`config.mk`:
```
export PLATFORM = sky130hd
export DESIGN_NAME = keypad_matrix_scanner
export DESIGN_NICKNAME = d
export VERILOG_FILES = /design/src/rtl/keypad_pkg.sv /design/src/rtl/keypad_event_reg.sv /design/src/rtl/keypad_matrix_scanner.sv
export SDC_FILE = /design/constraint.sdc
export NUM_CORES = 1
export LEC_CHECK = 0
export CORE_MARGIN = 2
export CORE_UTILIZATION = 51
export CTS_BUF_LIST = sky130_fd_sc_hd__clkbuf_8
export CTS_CLUSTER_SIZE = 10
export DETAILED_ROUTE_END_ITERATION = 6
export PLACE_DENSITY = 0.74
export SYNTH_ARGS = -nofsm -noshare
export SYNTH_HDL_FRONTEND = slang
export SYNTH_SLANG_ARGS = --single-unit
```
`constraint.sdc`:
```
create_clock -name clock -period 4.78 [get_ports clock]
set_input_delay 0.717 -clock clock [delete_from_list [all_inputs] [get_ports clock]]
set_output_delay 0.717 -clock clock [all_outputs]
set_load 0.005 [all_outputs]
```
`src/rtl/keypad_pkg.sv`:
```
// keypad_pkg: shared definitions for the keypad matrix scanner.
//   scan_state_t      - FSM state encoding, 3 bits, exported on scan_state
//   row_enc_t         - result of the row priority encoder (index + multi flag)
//   lowest_set_index  - priority encoder over up to MAX_LINES row bits
package keypad_pkg;

  localparam int MAX_LINES = 8;

  typedef enum logic [2:0] {
    IDLE       = 3'd0,
    SCAN       = 3'd1,
    DEBOUNCE_P = 3'd2,
    HELD       = 3'd3,
    DEBOUNCE_R = 3'd4
  } scan_state_t;

  typedef struct packed {
    logic [2:0] idx;
    logic       multi;
  } row_enc_t;

  // Lowest set bit wins; multi flags that more than one bit was set.
  function automatic row_enc_t lowest_set_index(input logic [MAX_LINES-1:0] rows);
    row_enc_t enc;
    int       ones;
    enc.idx   = '0;
    enc.multi = 1'b0;
    ones      = 0;
    for (int i = MAX_LINES - 1; i >= 0; i--) begin
      if (rows[i]) begin
        enc.idx = 3'(i);
        ones    = ones + 1;
      end
    end
    enc.multi = (ones > 1);
    return enc;
  endfunction

endpackage

```
`src/rtl/keypad_event_reg.sv`:
```
// keypad_event_reg: single-entry valid/ready output register for key events.
// Ports:
//   clock, reset       - clock, asynchronous active-high reset
//   load               - an event is offered this cycle
//   load_code/press    - the offered event
//   key_ready          - consumer ready
//   key_code/key_press - held event
//   key_valid          - an event is held
//   overflow           - sticky: an offered event was dropped
// Handshake: an event transfers on a cycle where key_valid & key_ready; the
// register then empties unless a new event loads in that same cycle.
module keypad_event_reg #(
  parameter int CODE_W = 4
) (
  input  logic              clock,
  input  logic              reset,
  input  logic              load,
  input  logic [CODE_W-1:0] load_code,
  input  logic              load_press,
  input  logic              key_ready,
  output logic [CODE_W-1:0] key_code,
  output logic              key_press,
  output logic              key_valid,
  output logic              overflow
);

  logic fire;
  assign fire = key_valid & key_ready;

  always_ff @(posedge clock or posedge reset) begin
    if (reset) begin
      key_code  <= '0;
      key_press <= 1'b0;
      key_valid <= 1'b0;
      overflow  <= 1'b0;
    end else begin
      if (load && (!key_valid || fire)) begin
        key_code  <= load_code;
        key_press <= load_press;
        key_valid <= 1'b1;
      end else if (fire) begin
        key_valid <= 1'b0;
      end
      // Full and not draining: the new event is lost, the held one stays.
      if (load && key_valid && !fire) begin
        overflow <= 1'b1;
      end
    end
  end

endmodule

```
`src/rtl/keypad_matrix_scanner.sv`:
```
// keypad_matrix_scanner: scans a ROWS x COLS switch matrix one column at a
// time, debounces presses and releases, and delivers key events through a
// single-entry valid/ready register.
// Ports:
//   clock, reset   - clock, asynchronous active-high reset
//   row_in         - raw row returns (asynchronous)
//   col_out        - column drive (all ones while idle, one-hot while scanning)
//   key_code       - row_idx*COLS + col_idx of the held event
//   key_press      - 1 press, 0 release
//   key_valid      - event held; key_ready accepts it
//   overflow       - sticky dropped-event flag
//   multi_key      - more than one row active in the latest sample
//   scan_state     - FSM state for debug
module keypad_matrix_scanner
  import keypad_pkg::*;
#(
  parameter int ROWS     = 4,
  parameter int COLS     = 4,
  parameter int DWELL    = 8,
  parameter int DEBOUNCE = 4,
  localparam int CODE_W  = $clog2(ROWS * COLS)
) (
  input  logic              clock,
  input  logic              reset,
  input  logic [ROWS-1:0]   row_in,
  output logic [COLS-1:0]   col_out,
  output logic [CODE_W-1:0] key_code,
  output logic              key_press,
  output logic              key_valid,
  input  logic              key_ready,
  output logic              overflow,
  output logic              multi_key,
  output logic [2:0]        scan_state
);

  localparam int COL_W = $clog2(COLS);
  localparam int DW_W  = $clog2(DWELL);

  scan_state_t      state, state_next;
  logic [ROWS-1:0]  rows_m, rows_s;
  logic [DW_W-1:0]  dwell_cnt;
  logic             sample;
  logic [COL_W-1:0] col_idx, col_next;
  logic [ROWS-1:0]  lat_rows, lat_rows_next;
  logic [2:0]       lat_row, lat_row_next;
  logic [3:0]       deb_cnt, deb_next;
  logic             ev_load, ev_press;
  logic [CODE_W-1:0] ev_code;
  row_enc_t         enc_s;

  assign enc_s   = lowest_set_index(8'(rows_s));
  assign sample  = (dwell_cnt == DW_W'(DWELL - 1));
  assign ev_code = CODE_W'(int'(lat_row) * COLS + int'(col_idx));

  // Synchroniser, dwell counter and sample-time flags. The column drive only
  // changes on a sample cycle, where the counter wraps to 0 anyway, so a
  // free-running wrap restarts the dwell on every column change.
  always_ff @(posedge clock or posedge reset) begin
    if (reset) begin
      rows_m    <= '0;
      rows_s    <= '0;
      dwell_cnt <= '0;
      multi_key <= 1'b0;
    end else begin
      rows_m <= row_in;
      rows_s <= rows_m;
      if (sample) begin
        dwell_cnt <= '0;
        multi_key <= enc_s.multi;
      end else begin
        dwell_cnt <= dwell_cnt + DW_W'(1);
      end
    end
  end

  // FSM state register (with its datapath registers).
  always_ff @(posedge clock or posedge reset) begin
    if (reset) begin
      state    <= IDLE;
      col_idx  <= '0;
      lat_rows <= '0;
      lat_row  <= '0;
      deb_cnt  <= '0;
    end else begin
      state    <= state_next;
      col_idx  <= col_next;
      lat_rows <= lat_rows_next;
      lat_row  <= lat_row_next;
      deb_cnt  <= deb_next;
    end
  end

  // FSM next-state logic; decisions are taken only on sample cycles.
  always_comb begin
    state_next    = state;
    col_next      = col_idx;
    lat_rows_next = lat_rows;
    lat_row_next  = lat_row;
    deb_next      = deb_cnt;
    ev_load       = 1'b0;
    ev_press      = 1'b0;
    if (sample) begin
      case (state)
        IDLE: begin
          if (rows_s != '0) begin
            state_next = SCAN;
            col_next   = '0;
          end
        end
        SCAN: begin
          if (rows_s != '0) begin
            lat_rows_next = rows_s;
            lat_row_next  = enc_s.idx;
            deb_next      = '0;
            state_next    = DEBOUNCE_P;
          end else if (col_idx == COL_W'(COLS - 1)) begin
            // Nothing found in any column: a glitch, no event.
            col_next   = '0;
            state_next = IDLE;
          end else begin
            col_next = col_idx + COL_W'(1);
          end
        end
        DEBOUNCE_P: begin
          if (rows_s == lat_rows) begin
            if (deb_cnt + 4'd1 == 4'(DEBOUNCE)) begin
              ev_load    = 1'b1;
              ev_press   = 1'b1;
              deb_next   = '0;
              state_next = HELD;
            end else begin
              deb_next = deb_cnt + 4'd1;
            end
          end else begin
            col_next   = '0;
            state_next = IDLE;
          end
        end
        HELD: begin
          if (rows_s == '0) begin
            deb_next   = '0;
            state_next = DEBOUNCE_R;
          end
        end
        DEBOUNCE_R: begin
          if (rows_s == '0) begin
            if (deb_cnt + 4'd1 == 4'(DEBOUNCE)) begin
              ev_load    = 1'b1;
              ev_press   = 1'b0;
              deb_next   = '0;
              col_next   = '0;
              state_next = IDLE;
            end else begin
              deb_next = deb_cnt + 4'd1;
            end
          end else begin
            deb_next   = '0;
            state_next = HELD;
          end
        end
        default: begin
          col_next   = '0;
          state_next = IDLE;
        end
      endcase
    end
  end

  // FSM outputs.
  always_comb begin
    scan_state = state;
    if (state == IDLE) begin
      col_out = '1;
    end else begin
      col_out = COLS'(1) << col_idx;
    end
  end

  keypad_event_reg #(
    .CODE_W(CODE_W)
  ) u_event_reg (
    .clock      (clock),
    .reset      (reset),
    .load       (ev_load),
    .load_code  (ev_code),
    .load_press (ev_press),
    .key_ready  (key_ready),
    .key_code   (key_code),
    .key_press  (key_press),
    .key_valid  (key_valid),
    .overflow   (overflow)
  );

endmodule

```
==> reports/metrics.yaml <==
synthesis:
  synth_cell_type_count: 47
  synth_area_leaders: "dfrtp_1 46%, ha_1 8.7%, mux2_1 3.6%"
  synth_compound_gate_area_share_pct: 12.06
  synth_flop_cell: "dfrtp_1"
  synth_edf_count: 0
  yosysWarningCount: 0
  synth_xor_area_share_pct: 3.619
  syn_avg_cell_area_sq_um: 11.05
  synth_top_family_by_area: "simple AND/OR/NAND/NOR gates"
  ys_seq_area_share_pct: 45.58
  synthSimpleGateAreaFrac_pct: 20.24
  synth_top_area_share_pct: 45.58
  synth.area.mux_share_pct: 5.965
  syn_nets: 189
  synth_fa_ha_area_share_pct: 8.713
  async_flop_share_pct: 100.0
  synth_top_cell_by_area: "dfrtp_1"
  synth_seq_cells: 34
  syn_inst: 169
  synthesis.area_sq_mm: 0.001867
flow_run:
  maxCapViolations: 0
outcome:
  outcome: "finished clean"
power:
  combPwrFrac_pct: 26.6
  internal-power_mw: 0.5394
  p_sw_share_pct: 30.95
  p_leak_nw: 0.9678
  power_density_mw_per_mm2: 358.8
  p_seq_share_pct: 49.0
  switching_power_mw: 0.2417
  irDropWorstVdd_v: 0.0002533
  clockPowerShare_pct: 24.4
floorplan:
  initial_utilization_pct: 54.65
  die_y_um: 64.50
  io_pins: 22
  rows: 21
  die_x_um: 64.50
  core_area_sq_mm: 0.003416
  die-area_sq_mm: 0.004160
worst_setup_path:
  arrival_ns: 1.99
  startpoint_type: "flop"
  crit_family: "simple AND/OR/NAND/NOR gates"
  worstPathMaxFanout: 18
  critPathBufInv: 1
  required_ns: 4.06
  crit_chain: "nor3_1, or2_2, clkdlybuf4s50_1"
  critPathMaxStageDelay_ns: 0.58
  critical_path.slowest_cell: "dfrtp_1"
  path_class: "reg2out"
  endpoint_kind: "output port"
placed_design:
  gp_congestion: 0.8249
  pre_cts_slack_ns: 2.374
  place_area_sq_mm: 0.002097
  port_buffers: 21
  dpl.hpwl_um: 2408
timing:
  finalSetupTns_ns: 0
  rsz0062_at_grt: "no"
  hold_violations: 0
  worstMarginPinSlew_ns: 0.5551
  worst_clock_skew_ns: 0.001435
  fmax_mhz: 369.1
  min_period_over_period_pct: 56.68
  fin_crit_ns: 2.709
  slew_violations: 0
  max_slew_margin_pct: 62.99
  setup_ws_ns: 2.071
  setup_viol: 0
final_layout:
  layout_commonest_cell: "dfrtp_1"
  syn2layout_area_growth_pct: 16.62
  layout.cells.most_common_list: "34 x dfrtp_1, 21 x clkdlybuf4s50_1, 14 x nand2_1, 13 x ha_1, 10 x nor2_1"
  diodes: 0
  fin_area_sq_mm: 0.002177
  nNetsFinal: 211
  drive_above_1_share_pct: 13.61
global_routing:
  grt_start_max_net_pins: 33
  antenna_found_initial: 0
  grt_use_total_pct: 16.78
  grt_pass1_vias: 1193
  grt_pass1_wl_um: 5333
  grt-ovfl-total: 0
clocking:
  htree_levels: 2
  cts.hold.buffers_added: 0
  post_cts_buffers: 0
  clk_latency_ns: 0.28
  cts_buffer_depth: 2
  cts_buffers: 5
  cts_sinks: 34
  path_clk_slew_ns: 0.06
  ctsResizeCount: 0
  cts_tree: "built"
  cts_root_buffer: "clkbuf_8"
detailed_routing:
  drt_iter0_drc: 89
  firstDrtPassIters: 4
  num_vias: 1296
  routedWlPerCell_um: 13.31
  drc: 0
  via_per_inst: 5.468
  ant_nets: 0
  routed_wl_um: 3154
min_path:
  hold_class: "reg2reg"
## flip-flops by register name, indices dropped and copies added, names as in the netlist
signal,count
deb_cnt,4
lat_rows,4
rows_m,4
rows_s,4
u_event_reg.key_code,4
dwell_cnt,3
scan_state,3
col_idx,2
lat_row,2
multi_key,1
u_event_reg.key_press,1
u_event_reg.key_valid,1
u_event_reg.overflow,1
## kinds of logic (layout without fill, tap and decap cells)
logic type,count (synthesis),after routing
adder cells (fa/ha/maj),13,13
AND/OR/NAND/NOR,62,62
buffers and inverters,14,36
multiplexers,10,10
XOR/XNOR,6,6
AO/OA/AOI/OAI,30,30
flip-flops,34,34
## cells in the mapped netlist (all sizes together) (3+ instances only)
master  count
nor2       10
nand4       3
a21oi       4
ha         13
o21ai      10
nand3       5
xnor2       5
nor3        4
mux2        9
nor3b       4
nand2b      4
or2         4
o31ai       3
buf         6
inv         7
nand2      14
dfrtp      34
a32o        3
## worst reg2reg max path: stages, from the launching register on
cell and delay (ns):
dfrtp_1 0.42, inv_1 0.15, ha_1 0.26, nor3b_2 0.38, nand3_1 0.18, o31ai_2 0.14, nand4_2 0.26, mux2_1 0.39
## final cells by class
class                      instances  area [sq um]
clock buffer                       5         68.82
clock inverter                     2         11.26
fill                             280          1239
inverter                           7         26.28
multi-input combinational        121         944.7
sequential                        34         850.8
tap                               46         57.56
timing repair buffer              22         217.7
## path summary, 6_finish.rpt
check	start	end	slack [ns]	cells past startpoint
worst min register to register	rows_m[3]$_DFF_PP0_	rows_s[3]$_DFF_PP0_	0.35	0
max in group asynchronous	reset	col_idx[0]$_DFFE_PP0P_	3.60	3
worst max register to register	rows_s[2]$_DFF_PP0_	u_event_reg.key_code[0]$_DFFE_PP0P_	2.48	7
worst min-delay path	rows_m[3]$_DFF_PP0_	rows_s[3]$_DFF_PP0_	0.35	0
worst max-delay path	scan_state[0]$_DFFE_PP0P_	col_out[2]	2.07	3
min in group asynchronous	reset	u_event_reg.key_valid$_DFFE_PP0P_	0.60	2
## power by group through the flow
stage,Combinational (mW),Sequential (mW),Clock (mW)
after floorplan,0.169,0.352,0
after global placement,0.203,0.384,0
after detailed placement,0.209,0.387,0
after CTS,0.210,0.382,0.197
after global routing,0.230,0.390,0.212
final,0.208,0.383,0.191
## metrics by stage
step | hold slack, ns | utilization [%] | cells | power (mW)
floorplan | 0.3312 | - | 169 | 0.5205
global placement | 0.3312 | 61.39 | 230 | 0.5866
detailed placement | 0.3381 | 61.39 | 230 | 0.5968
CTS | 0.3528 | 63.74 | 237 | 0.7892
global route | 0.3581 | 63.74 | 237 | 0.8312
finish | 0.3526 | 63.74 | 237 | 0.7811
## per-layer routing
layer  up-vias  share of wire (%)  track usage, %
li1        643                  -               -
met1       617                 45           20.73
met3         5                4.3           4.861
met4         0                1.2           5.585
met2        31                 49           28.26
met5         -                  0               0
Note: power is estimated with default switching activity, not from simulation.
